File: config.mk
export PLATFORM = sky130hd
export DESIGN_NAME = mem_arbiter
export DESIGN_NICKNAME = d
export VERILOG_FILES = /design/src/rtl/mem_arbiter_pkg.sv /design/src/rtl/mem_arbiter.sv
export SDC_FILE = /design/constraint.sdc
export NUM_CORES = 1
export LEC_CHECK = 0
export CORE_ASPECT_RATIO = 1.1
export CORE_MARGIN = 3
export CORE_UTILIZATION = 44
export CTS_CLUSTER_DIAMETER = 30
export DETAILED_ROUTE_END_ITERATION = 8
export PLACE_DENSITY = 0.95
export SETUP_SLACK_MARGIN = 0.05
export SYNTH_ARGS = -nofsm -noshare
export SYNTH_HDL_FRONTEND = slang
export SYNTH_SLANG_ARGS = --single-unit
File: constraint.sdc
create_clock -name clk -period 7.8 [get_ports clk]
set_clock_uncertainty 0.2 [all_clocks]
set_input_delay 1.95 -clock clk [delete_from_list [all_inputs] [get_ports clk]]
set_output_delay 1.95 -clock clk [all_outputs]
set_load 0.02 [all_outputs]
File: src/rtl/mem_arbiter_pkg.sv
// Shared constants for the memory arbiter: FSM state encoding, default widths
// and the fixed attributes of an instruction fetch access.
package mem_arbiter_pkg;

    typedef enum logic [1:0] {
        ST_IDLE    = 2'd0,
        ST_BUSY_IF = 2'd1,
        ST_BUSY_D  = 2'd2
    } arb_state_t;

    localparam int DEF_ADDR_W     = 32;
    localparam int DEF_DATA_W     = 32;
    localparam int DEF_STARVE_MAX = 4;

    // A fetch is always a full-word read.
    localparam logic [3:0] FETCH_BE = 4'hF;

    function automatic int cnt_width(input int max_val);
        return (max_val < 1) ? 1 : $clog2(max_val + 1);
    endfunction

endpackage

File: src/rtl/mem_arbiter.sv
// Single-port memory arbiter between instruction fetch and data access.
// Data wins by default; a waiting fetch is forced through after STARVE_MAX data grants.
module mem_arbiter
    import mem_arbiter_pkg::*;
#(
    parameter int ADDR_W     = DEF_ADDR_W,
    parameter int DATA_W     = DEF_DATA_W,
    parameter int STARVE_MAX = DEF_STARVE_MAX
) (
    input  logic              clk,
    input  logic              rst,
    input  logic              if_req,
    input  logic [ADDR_W-1:0] if_addr,
    output logic [DATA_W-1:0] if_rdata,
    output logic              if_valid,
    input  logic              d_req,
    input  logic              d_we,
    input  logic [3:0]        d_be,
    input  logic [ADDR_W-1:0] d_addr,
    input  logic [DATA_W-1:0] d_wdata,
    output logic [DATA_W-1:0] d_rdata,
    output logic              d_valid,
    output logic              stall_if,
    output logic              stall_mem,
    output logic              mem_req,
    output logic              mem_we,
    output logic [3:0]        mem_be,
    output logic [ADDR_W-1:0] mem_addr,
    output logic [DATA_W-1:0] mem_wdata,
    input  logic              mem_ready,
    input  logic [DATA_W-1:0] mem_rdata
);

    localparam int               CNT_W    = cnt_width(STARVE_MAX);
    localparam logic [CNT_W-1:0] STARVE_C = CNT_W'(STARVE_MAX);

    arb_state_t        r_state;
    arb_state_t        w_state_next;
    logic [CNT_W-1:0]  r_starve;
    logic [ADDR_W-1:0] r_addr;
    logic              r_we;
    logic [3:0]        r_be;
    logic [DATA_W-1:0] r_wdata;
    logic [DATA_W-1:0] r_if_rdata;
    logic [DATA_W-1:0] r_d_rdata;
    logic              r_if_valid;
    logic              r_d_valid;

    logic w_arb_ok;
    logic w_grant_if;
    logic w_grant_d;
    logic w_done_if;
    logic w_done_d;

    always_ff @(posedge clk or posedge rst) begin
        if (rst) begin
            r_state <= ST_IDLE;
        end else begin
            r_state <= w_state_next;
        end
    end

    // No grant in a cycle carrying a valid pulse: the completing requester's
    // level is stale, so both requests are judged together one cycle later.
    always_comb begin
        w_state_next = r_state;
        w_grant_if   = 1'b0;
        w_grant_d    = 1'b0;
        w_done_if    = 1'b0;
        w_done_d     = 1'b0;
        w_arb_ok     = ~r_if_valid & ~r_d_valid;
        case (r_state)
            ST_IDLE: begin
                if (w_arb_ok) begin
                    if (d_req && (!if_req || (r_starve != STARVE_C))) begin
                        w_grant_d    = 1'b1;
                        w_state_next = ST_BUSY_D;
                    end else if (if_req) begin
                        w_grant_if   = 1'b1;
                        w_state_next = ST_BUSY_IF;
                    end
                end
            end
            ST_BUSY_IF: begin
                if (mem_ready) begin
                    w_done_if    = 1'b1;
                    w_state_next = ST_IDLE;
                end
            end
            ST_BUSY_D: begin
                if (mem_ready) begin
                    w_done_d     = 1'b1;
                    w_state_next = ST_IDLE;
                end
            end
            default: begin
                w_state_next = ST_IDLE;
            end
        endcase
    end

    always_ff @(posedge clk or posedge rst) begin
        if (rst) begin
            r_starve <= '0;
        end else if (w_grant_if) begin
            r_starve <= '0;
        end else if (w_grant_d && if_req) begin
            if (r_starve != STARVE_C) begin
                r_starve <= r_starve + CNT_W'(1);
            end
        end else if ((r_state == ST_IDLE) && !if_req) begin
            r_starve <= '0;
        end
    end

    // Access attributes are latched at grant so the memory port stays stable
    // no matter what the requesters do while the access is outstanding.
    always_ff @(posedge clk or posedge rst) begin
        if (rst) begin
            r_addr  <= '0;
            r_we    <= 1'b0;
            r_be    <= 4'h0;
            r_wdata <= '0;
        end else if (w_grant_d) begin
            r_addr  <= d_addr;
            r_we    <= d_we;
            r_be    <= d_be;
            r_wdata <= d_wdata;
        end else if (w_grant_if) begin
            r_addr  <= if_addr;
            r_we    <= 1'b0;
            r_be    <= FETCH_BE;
            r_wdata <= '0;
        end
    end

    always_ff @(posedge clk or posedge rst) begin
        if (rst) begin
            r_if_valid <= 1'b0;
            r_d_valid  <= 1'b0;
            r_if_rdata <= '0;
            r_d_rdata  <= '0;
        end else begin
            r_if_valid <= w_done_if;
            r_d_valid  <= w_done_d;
            if (w_done_if) begin
                r_if_rdata <= mem_rdata;
            end
            if (w_done_d && !r_we) begin
                r_d_rdata <= mem_rdata;
            end
        end
    end

    assign mem_req   = (r_state == ST_BUSY_IF) || (r_state == ST_BUSY_D);
    assign mem_we    = r_we;
    assign mem_be    = r_be;
    assign mem_addr  = r_addr;
    assign mem_wdata = r_wdata;

    assign if_rdata  = r_if_rdata;
    assign if_valid  = r_if_valid;
    assign d_rdata   = r_d_rdata;
    assign d_valid   = r_d_valid;

    assign stall_if  = if_req & ~r_if_valid;
    assign stall_mem = d_req & ~r_d_valid;

endmodule
* Yosys cells after proc, flatten, opt, wreduce, memory -nomap -nowiden *
Cells that the tools add are included.

operators by class
  bitwise logic cells = 5
  multiplexer cells = 27
  $add $sub $neg = 1
  reductions and logical operators = 14
  equal/unequal tests = 7

operators with widths
  kind                   number
  $mux W32               4
  $mux W1                12
  $mux W3                4
  $mux W2                4
  $mux W4                2
  $ne A3 B3 Y1 const B   2
  $logic_and A1 B1 Y1    4
  $pmux W2 S2            1
  $add A3 B1 Y3 const B  1
  $and A1 B1 Y1          3
  $ne A3 B2 Y1 const B   1
  $reduce_and A3 Y1      1
  $reduce_bool A3 Y1     1
  $eq A2 B1 Y1 const B   1
  $eq A2 B2 Y1 const B   1
  $logic_not A1 Y1       2
  $logic_not A2 Y1       1
  $logic_or A1 B1 Y1     2
  $ne A2 B1 Y1 const B   1
  $ne A2 B2 Y1 const B   1
  $not A1 Y1             2
  $reduce_and A2 Y1      1
  $reduce_bool A2 Y1     1
  $reduce_or A2 Y1       1

storage, ports and cells
  register bits = 140
  word-level logic and storage cells = 64

* Longest topological paths before layout *
  word-level depth = 9
  mapped depth = 7
  gate-level depth less buffers = 5

* Least setup slack after synthesis *
No wires, ideal clock.

  path type = input to output
  start = input if_req
  end = output stall_if
  arrival time = 2.550 ns
  stages on the path = 3
  path slack = 3.100 ns
  required time = 5.650 ns
  path buffers = 1
  cell sequence = clkbuf_1 inv_1 nor2_1

between the ends
  word-level cells in the longest chain between the ends = 1

RTL lines
  item                RTL line            source
  start: declaration  mem_arbiter.sv:12   input logic if_req,
  $and A1 B1 Y1       mem_arbiter.sv:166  assign stall_if = if_req & ~r_if_valid;
  end: declaration    mem_arbiter.sv:23   output logic stall_if,

No other way between the ends.

* Final worst setup path *
  start = input d_req
  end = output stall_mem

between the ends
  word-level cells in the longest chain between the ends = 1

RTL lines
  item                RTL line            source
  start: declaration  mem_arbiter.sv:16   input logic d_req,
  $and A1 B1 Y1       mem_arbiter.sv:167  assign stall_mem = d_req & ~r_d_valid;
  end: declaration    mem_arbiter.sv:24   output logic stall_mem,

No other way between the ends.

==> results by group <==
Status
  • Status: finished clean

Final layout
  • Area growth from synthesis to layout: 60.2%
  • Fill count: 813
  • Share of cells above drive strength 1: 14.7%
  • Inserted Diodes: 0
  • Final nets: 866

Floorplanning
  • Die Y: 126 um
  • Initial Util: 45.5%
  • I/O pin total: 276
  • Die width: 115 um
  • Core Area: 12800 um2
  • Site Rows: 43
  • Die area: 14600 um2

Route
  • Drt first pass iters: 6
  • Vias: 5081
  • Vias per inst: 5.69
  • Remaining DRCs: 0
  • Routed len/inst: 21.0 um
  • Iter 0 DRT Violations: 609
  • Antenna Nets Post-Route: 0
  • Final wirelength: 18700 um

Timing
  • Fmax: 170 MHz
  • Final setup margin: 1920 ps
  • Setup TNS: 0 ps
  • Crit share post-route: 75.4%
  • Worst-margin pin slew: 1130 ps
  • Hold Vio Cnt, Final: 0
  • RSZ-0062 raised after global routing: no
  • Max Slew Vio Count: 0
  • Worst Hold Slack: 287 ps
  • Final setup viols: 0
  • Post-layout minimum cycle time: 5880 ps
  • Rel. slew slack: 24.9%

Logic synthesis
  • Syn nets: 600
  • Synthesized area per cell: 12.7 um2
  • Syn. warnings: 0
  • Gate Count Post-Synth: 457
  • Synth unique cells: 37
  • Sequential fraction of the synthesis area: 60.4%
  • Cell area after synthesis: 5800 um2
  • Synth Register Bits: 140

Setup path
  • Data required, critical path: 5650 ps
  • Crit-path max cell delay: 610 ps
  • Worst reg2reg startpoint: r_state[1]$_DFFE_PP0P_
  • Crit-path slowest cell: clkdlybuf4s50_1
  • Critical register-to-register path endpoint: mem_addr[22]$_DFFE_PP0P_
  • Reg2Reg Depth: 6
  • Worst path most repeated cell: clkdlybuf4s50_1
  • Reg2reg setup slack: 4300 ps
  • Worst setup SP type: input port
  • Worst Path Arrival: 3730 ps
  • Crit. End Element: output port
  • Crit path kind: in2out
  • Worst Path Max Fanout: 39
  • Crit-path cells: clkdlybuf4s50_1, buf_4, inv_1, nor2_1, clkdlybuf4s50_1

Placed design
  • Post-DP HPWL: 13300 um
  • Gpl congestion: 0.941
  • Setup slack at placement: 1940 ps
  • IO Port Bufs: 275

Clock tree
  • Clock sinks: 140
  • Cts bufs inserted: 17
  • Worst skew pair latency: 410 ps
  • CTS Hold Bufs: 0
  • Reg clk slew, reported paths: 60 ps
  • CTS tree: done
  • Buffers from clock root to sink, at most: 2
  • Root Driver: clkbuf_16
  • CTS resizes: 0
  • Postcts setup bufs: 0
  • H-tree Lvls: 4

Pwr
  • Pwr/cell area: 441 nW/um2
  • P_leak: 3.93 nW
  • Worst VDD drop: 0.000285 V

Min path
  • Hold EP: mem_be[3]$_DFFE_PP0P_
  • Hold depth: 1
  • Worst Hold Class: reg2reg
  • Worst Min Path Start: mem_be[3]$_DFFE_PP0P_

Global routing
  • Number of global-route vias before repair: 5482
  • Gr usage total: 25.6%
  • Total grt overflow: 0
  • Largest net degree at the start of global routing: 73
  • Initial antenna violation count: 0
  • Global-route wire length before repair: 28900 um

Job
  • Max Cap Violations: 0
==> cells in the final DEF, fill, tap and decap left out, types with 2 or more instances in the layout <==
master and instances:
a22o_1 33, a31oi_1 3, buf_4 9, bufinv_16 2, clkbuf_16 17, clkbuf_8 3
clkdlybuf4s50_1 275, clkinvlp_4 5, dfrtp_1 140, ha_1 5, inv_1 40, inv_6 4
mux2_2 63, nand2b_1 2, nand3_1 3, nand4_1 32, nor2_1 4, nor2b_1 2
o21ai_0 38, o22a_1 4, o311ai_0 29, o311ai_1 2
==> cell usage after synthesis, drive strengths merged <==
library cell	n	area share, %
a31oi	3	0.32
nand3	3	0.26
or3b	1	0.15
and3	1	0.11
nor4	1	0.11
a21boi	1	0.13
a21oi	1	0.086
inv	41	2.7
ha	5	1.1
o211ai	1	0.13
or4b	1	0.17
nand3b	1	0.13
a41oi	1	0.15
o21ai	39	3.4
buf	13	1.1
o22a	4	0.60
o31ai	1	0.13
dfrtp	140	60
nand4	32	3.5
mux2	64	12
nand2	1	0.065
a22o	33	5.0
nor3b	1	0.22
o21a	1	0.13
nor2	4	0.26
and2	1	0.11
nor4bb	1	0.17
o21bai	1	0.13
nor3	1	0.28
o311ai	31	4.7
nand2b	2	0.22
nor2b	2	0.22
clkbuf	24	1.6
==> layout make-up <==
type,count,area (um2),area share (%)
Sequential cell,140,3500,37.7
Timing Repair Buffer,284,2820,30.4
Multi-Input combinational cell,239,2000,21.6
Clock buffer,21,470,5.07
Tap cell,157,196,2.12
Inverter,41,159,1.71
Clock inverter,11,133,1.43
==> flip-flops by register name, indices dropped and copies added, names as in the netlist <==
name and count:
d_rdata 32, d_valid 1, if_rdata 32, if_valid 1, mem_addr 32, mem_be 4, mem_wdata 32, mem_we 1
r_starve 3, r_state 2
==> worst max-delay path by stage <==
stage | endpoint | depth (start not counted) | slack (ps) | from
floorplan | d_rdata[0]$_DFFE_PP0P_ | 1 | 1900 | rst
global placement | stall_mem | 5 | 1950 | d_req
detailed placement | stall_mem | 5 | 1940 | d_req
CTS | stall_mem | 5 | 1940 | d_req
global route | stall_mem | 5 | 1840 | d_req
finish | stall_mem | 5 | 1920 | d_req
==> where the power goes <==
part           internal [W]  leakage [nW]  switching (W)
sequential          0.00108          1.70       0.000211
clock              0.000499         0.279       0.000309
combinational      0.000972          1.95        0.00103
==> kinds of logic (layout without fill, tap and decap cells) <==
logic type / after synthesis / after routing / share of synthesized area (%)
fa+ha+maj: 5 / 5 / 1.08
simple gates: 53 / 53 / 5.92
compound gates: 117 / 117 / 14.9
mux: 64 / 64 / 12.4
buf+inv: 78 / 357 / 5.27
flops: 140 / 140 / 60.4
==> layer usage <==
metal | wire (um) | share of wire [%] | global-route usage [%] | vias up
li1 | - | - | - | 2227
met1 | 6540 | 35 | 28.3 | 2478
met2 | 9540 | 51 | 44.0 | 322
met3 | 1970 | 10 | 8.92 | 54
met4 | 687 | 3.7 | 11.5 | 0
met5 | 0 | 0 | 0 | -
==> stage by stage <==
step                util, %  power (W)  cell area, um2  instances
CTS                    72.8    0.00412            9290        893
global placement       68.1    0.00318            8680        861
global route           72.8    0.00429            9290        893
detailed placement     68.1    0.00327            8680        861
finish                 72.8    0.00410            9290        893
floorplan                 -    0.00228            5800        457
==> critical path: cells and delay by family <==
family	cells	cell delay, ps
simple gates	1	150
buf+inv	4	1620
Note: power is estimated with default switching activity, not from simulation.
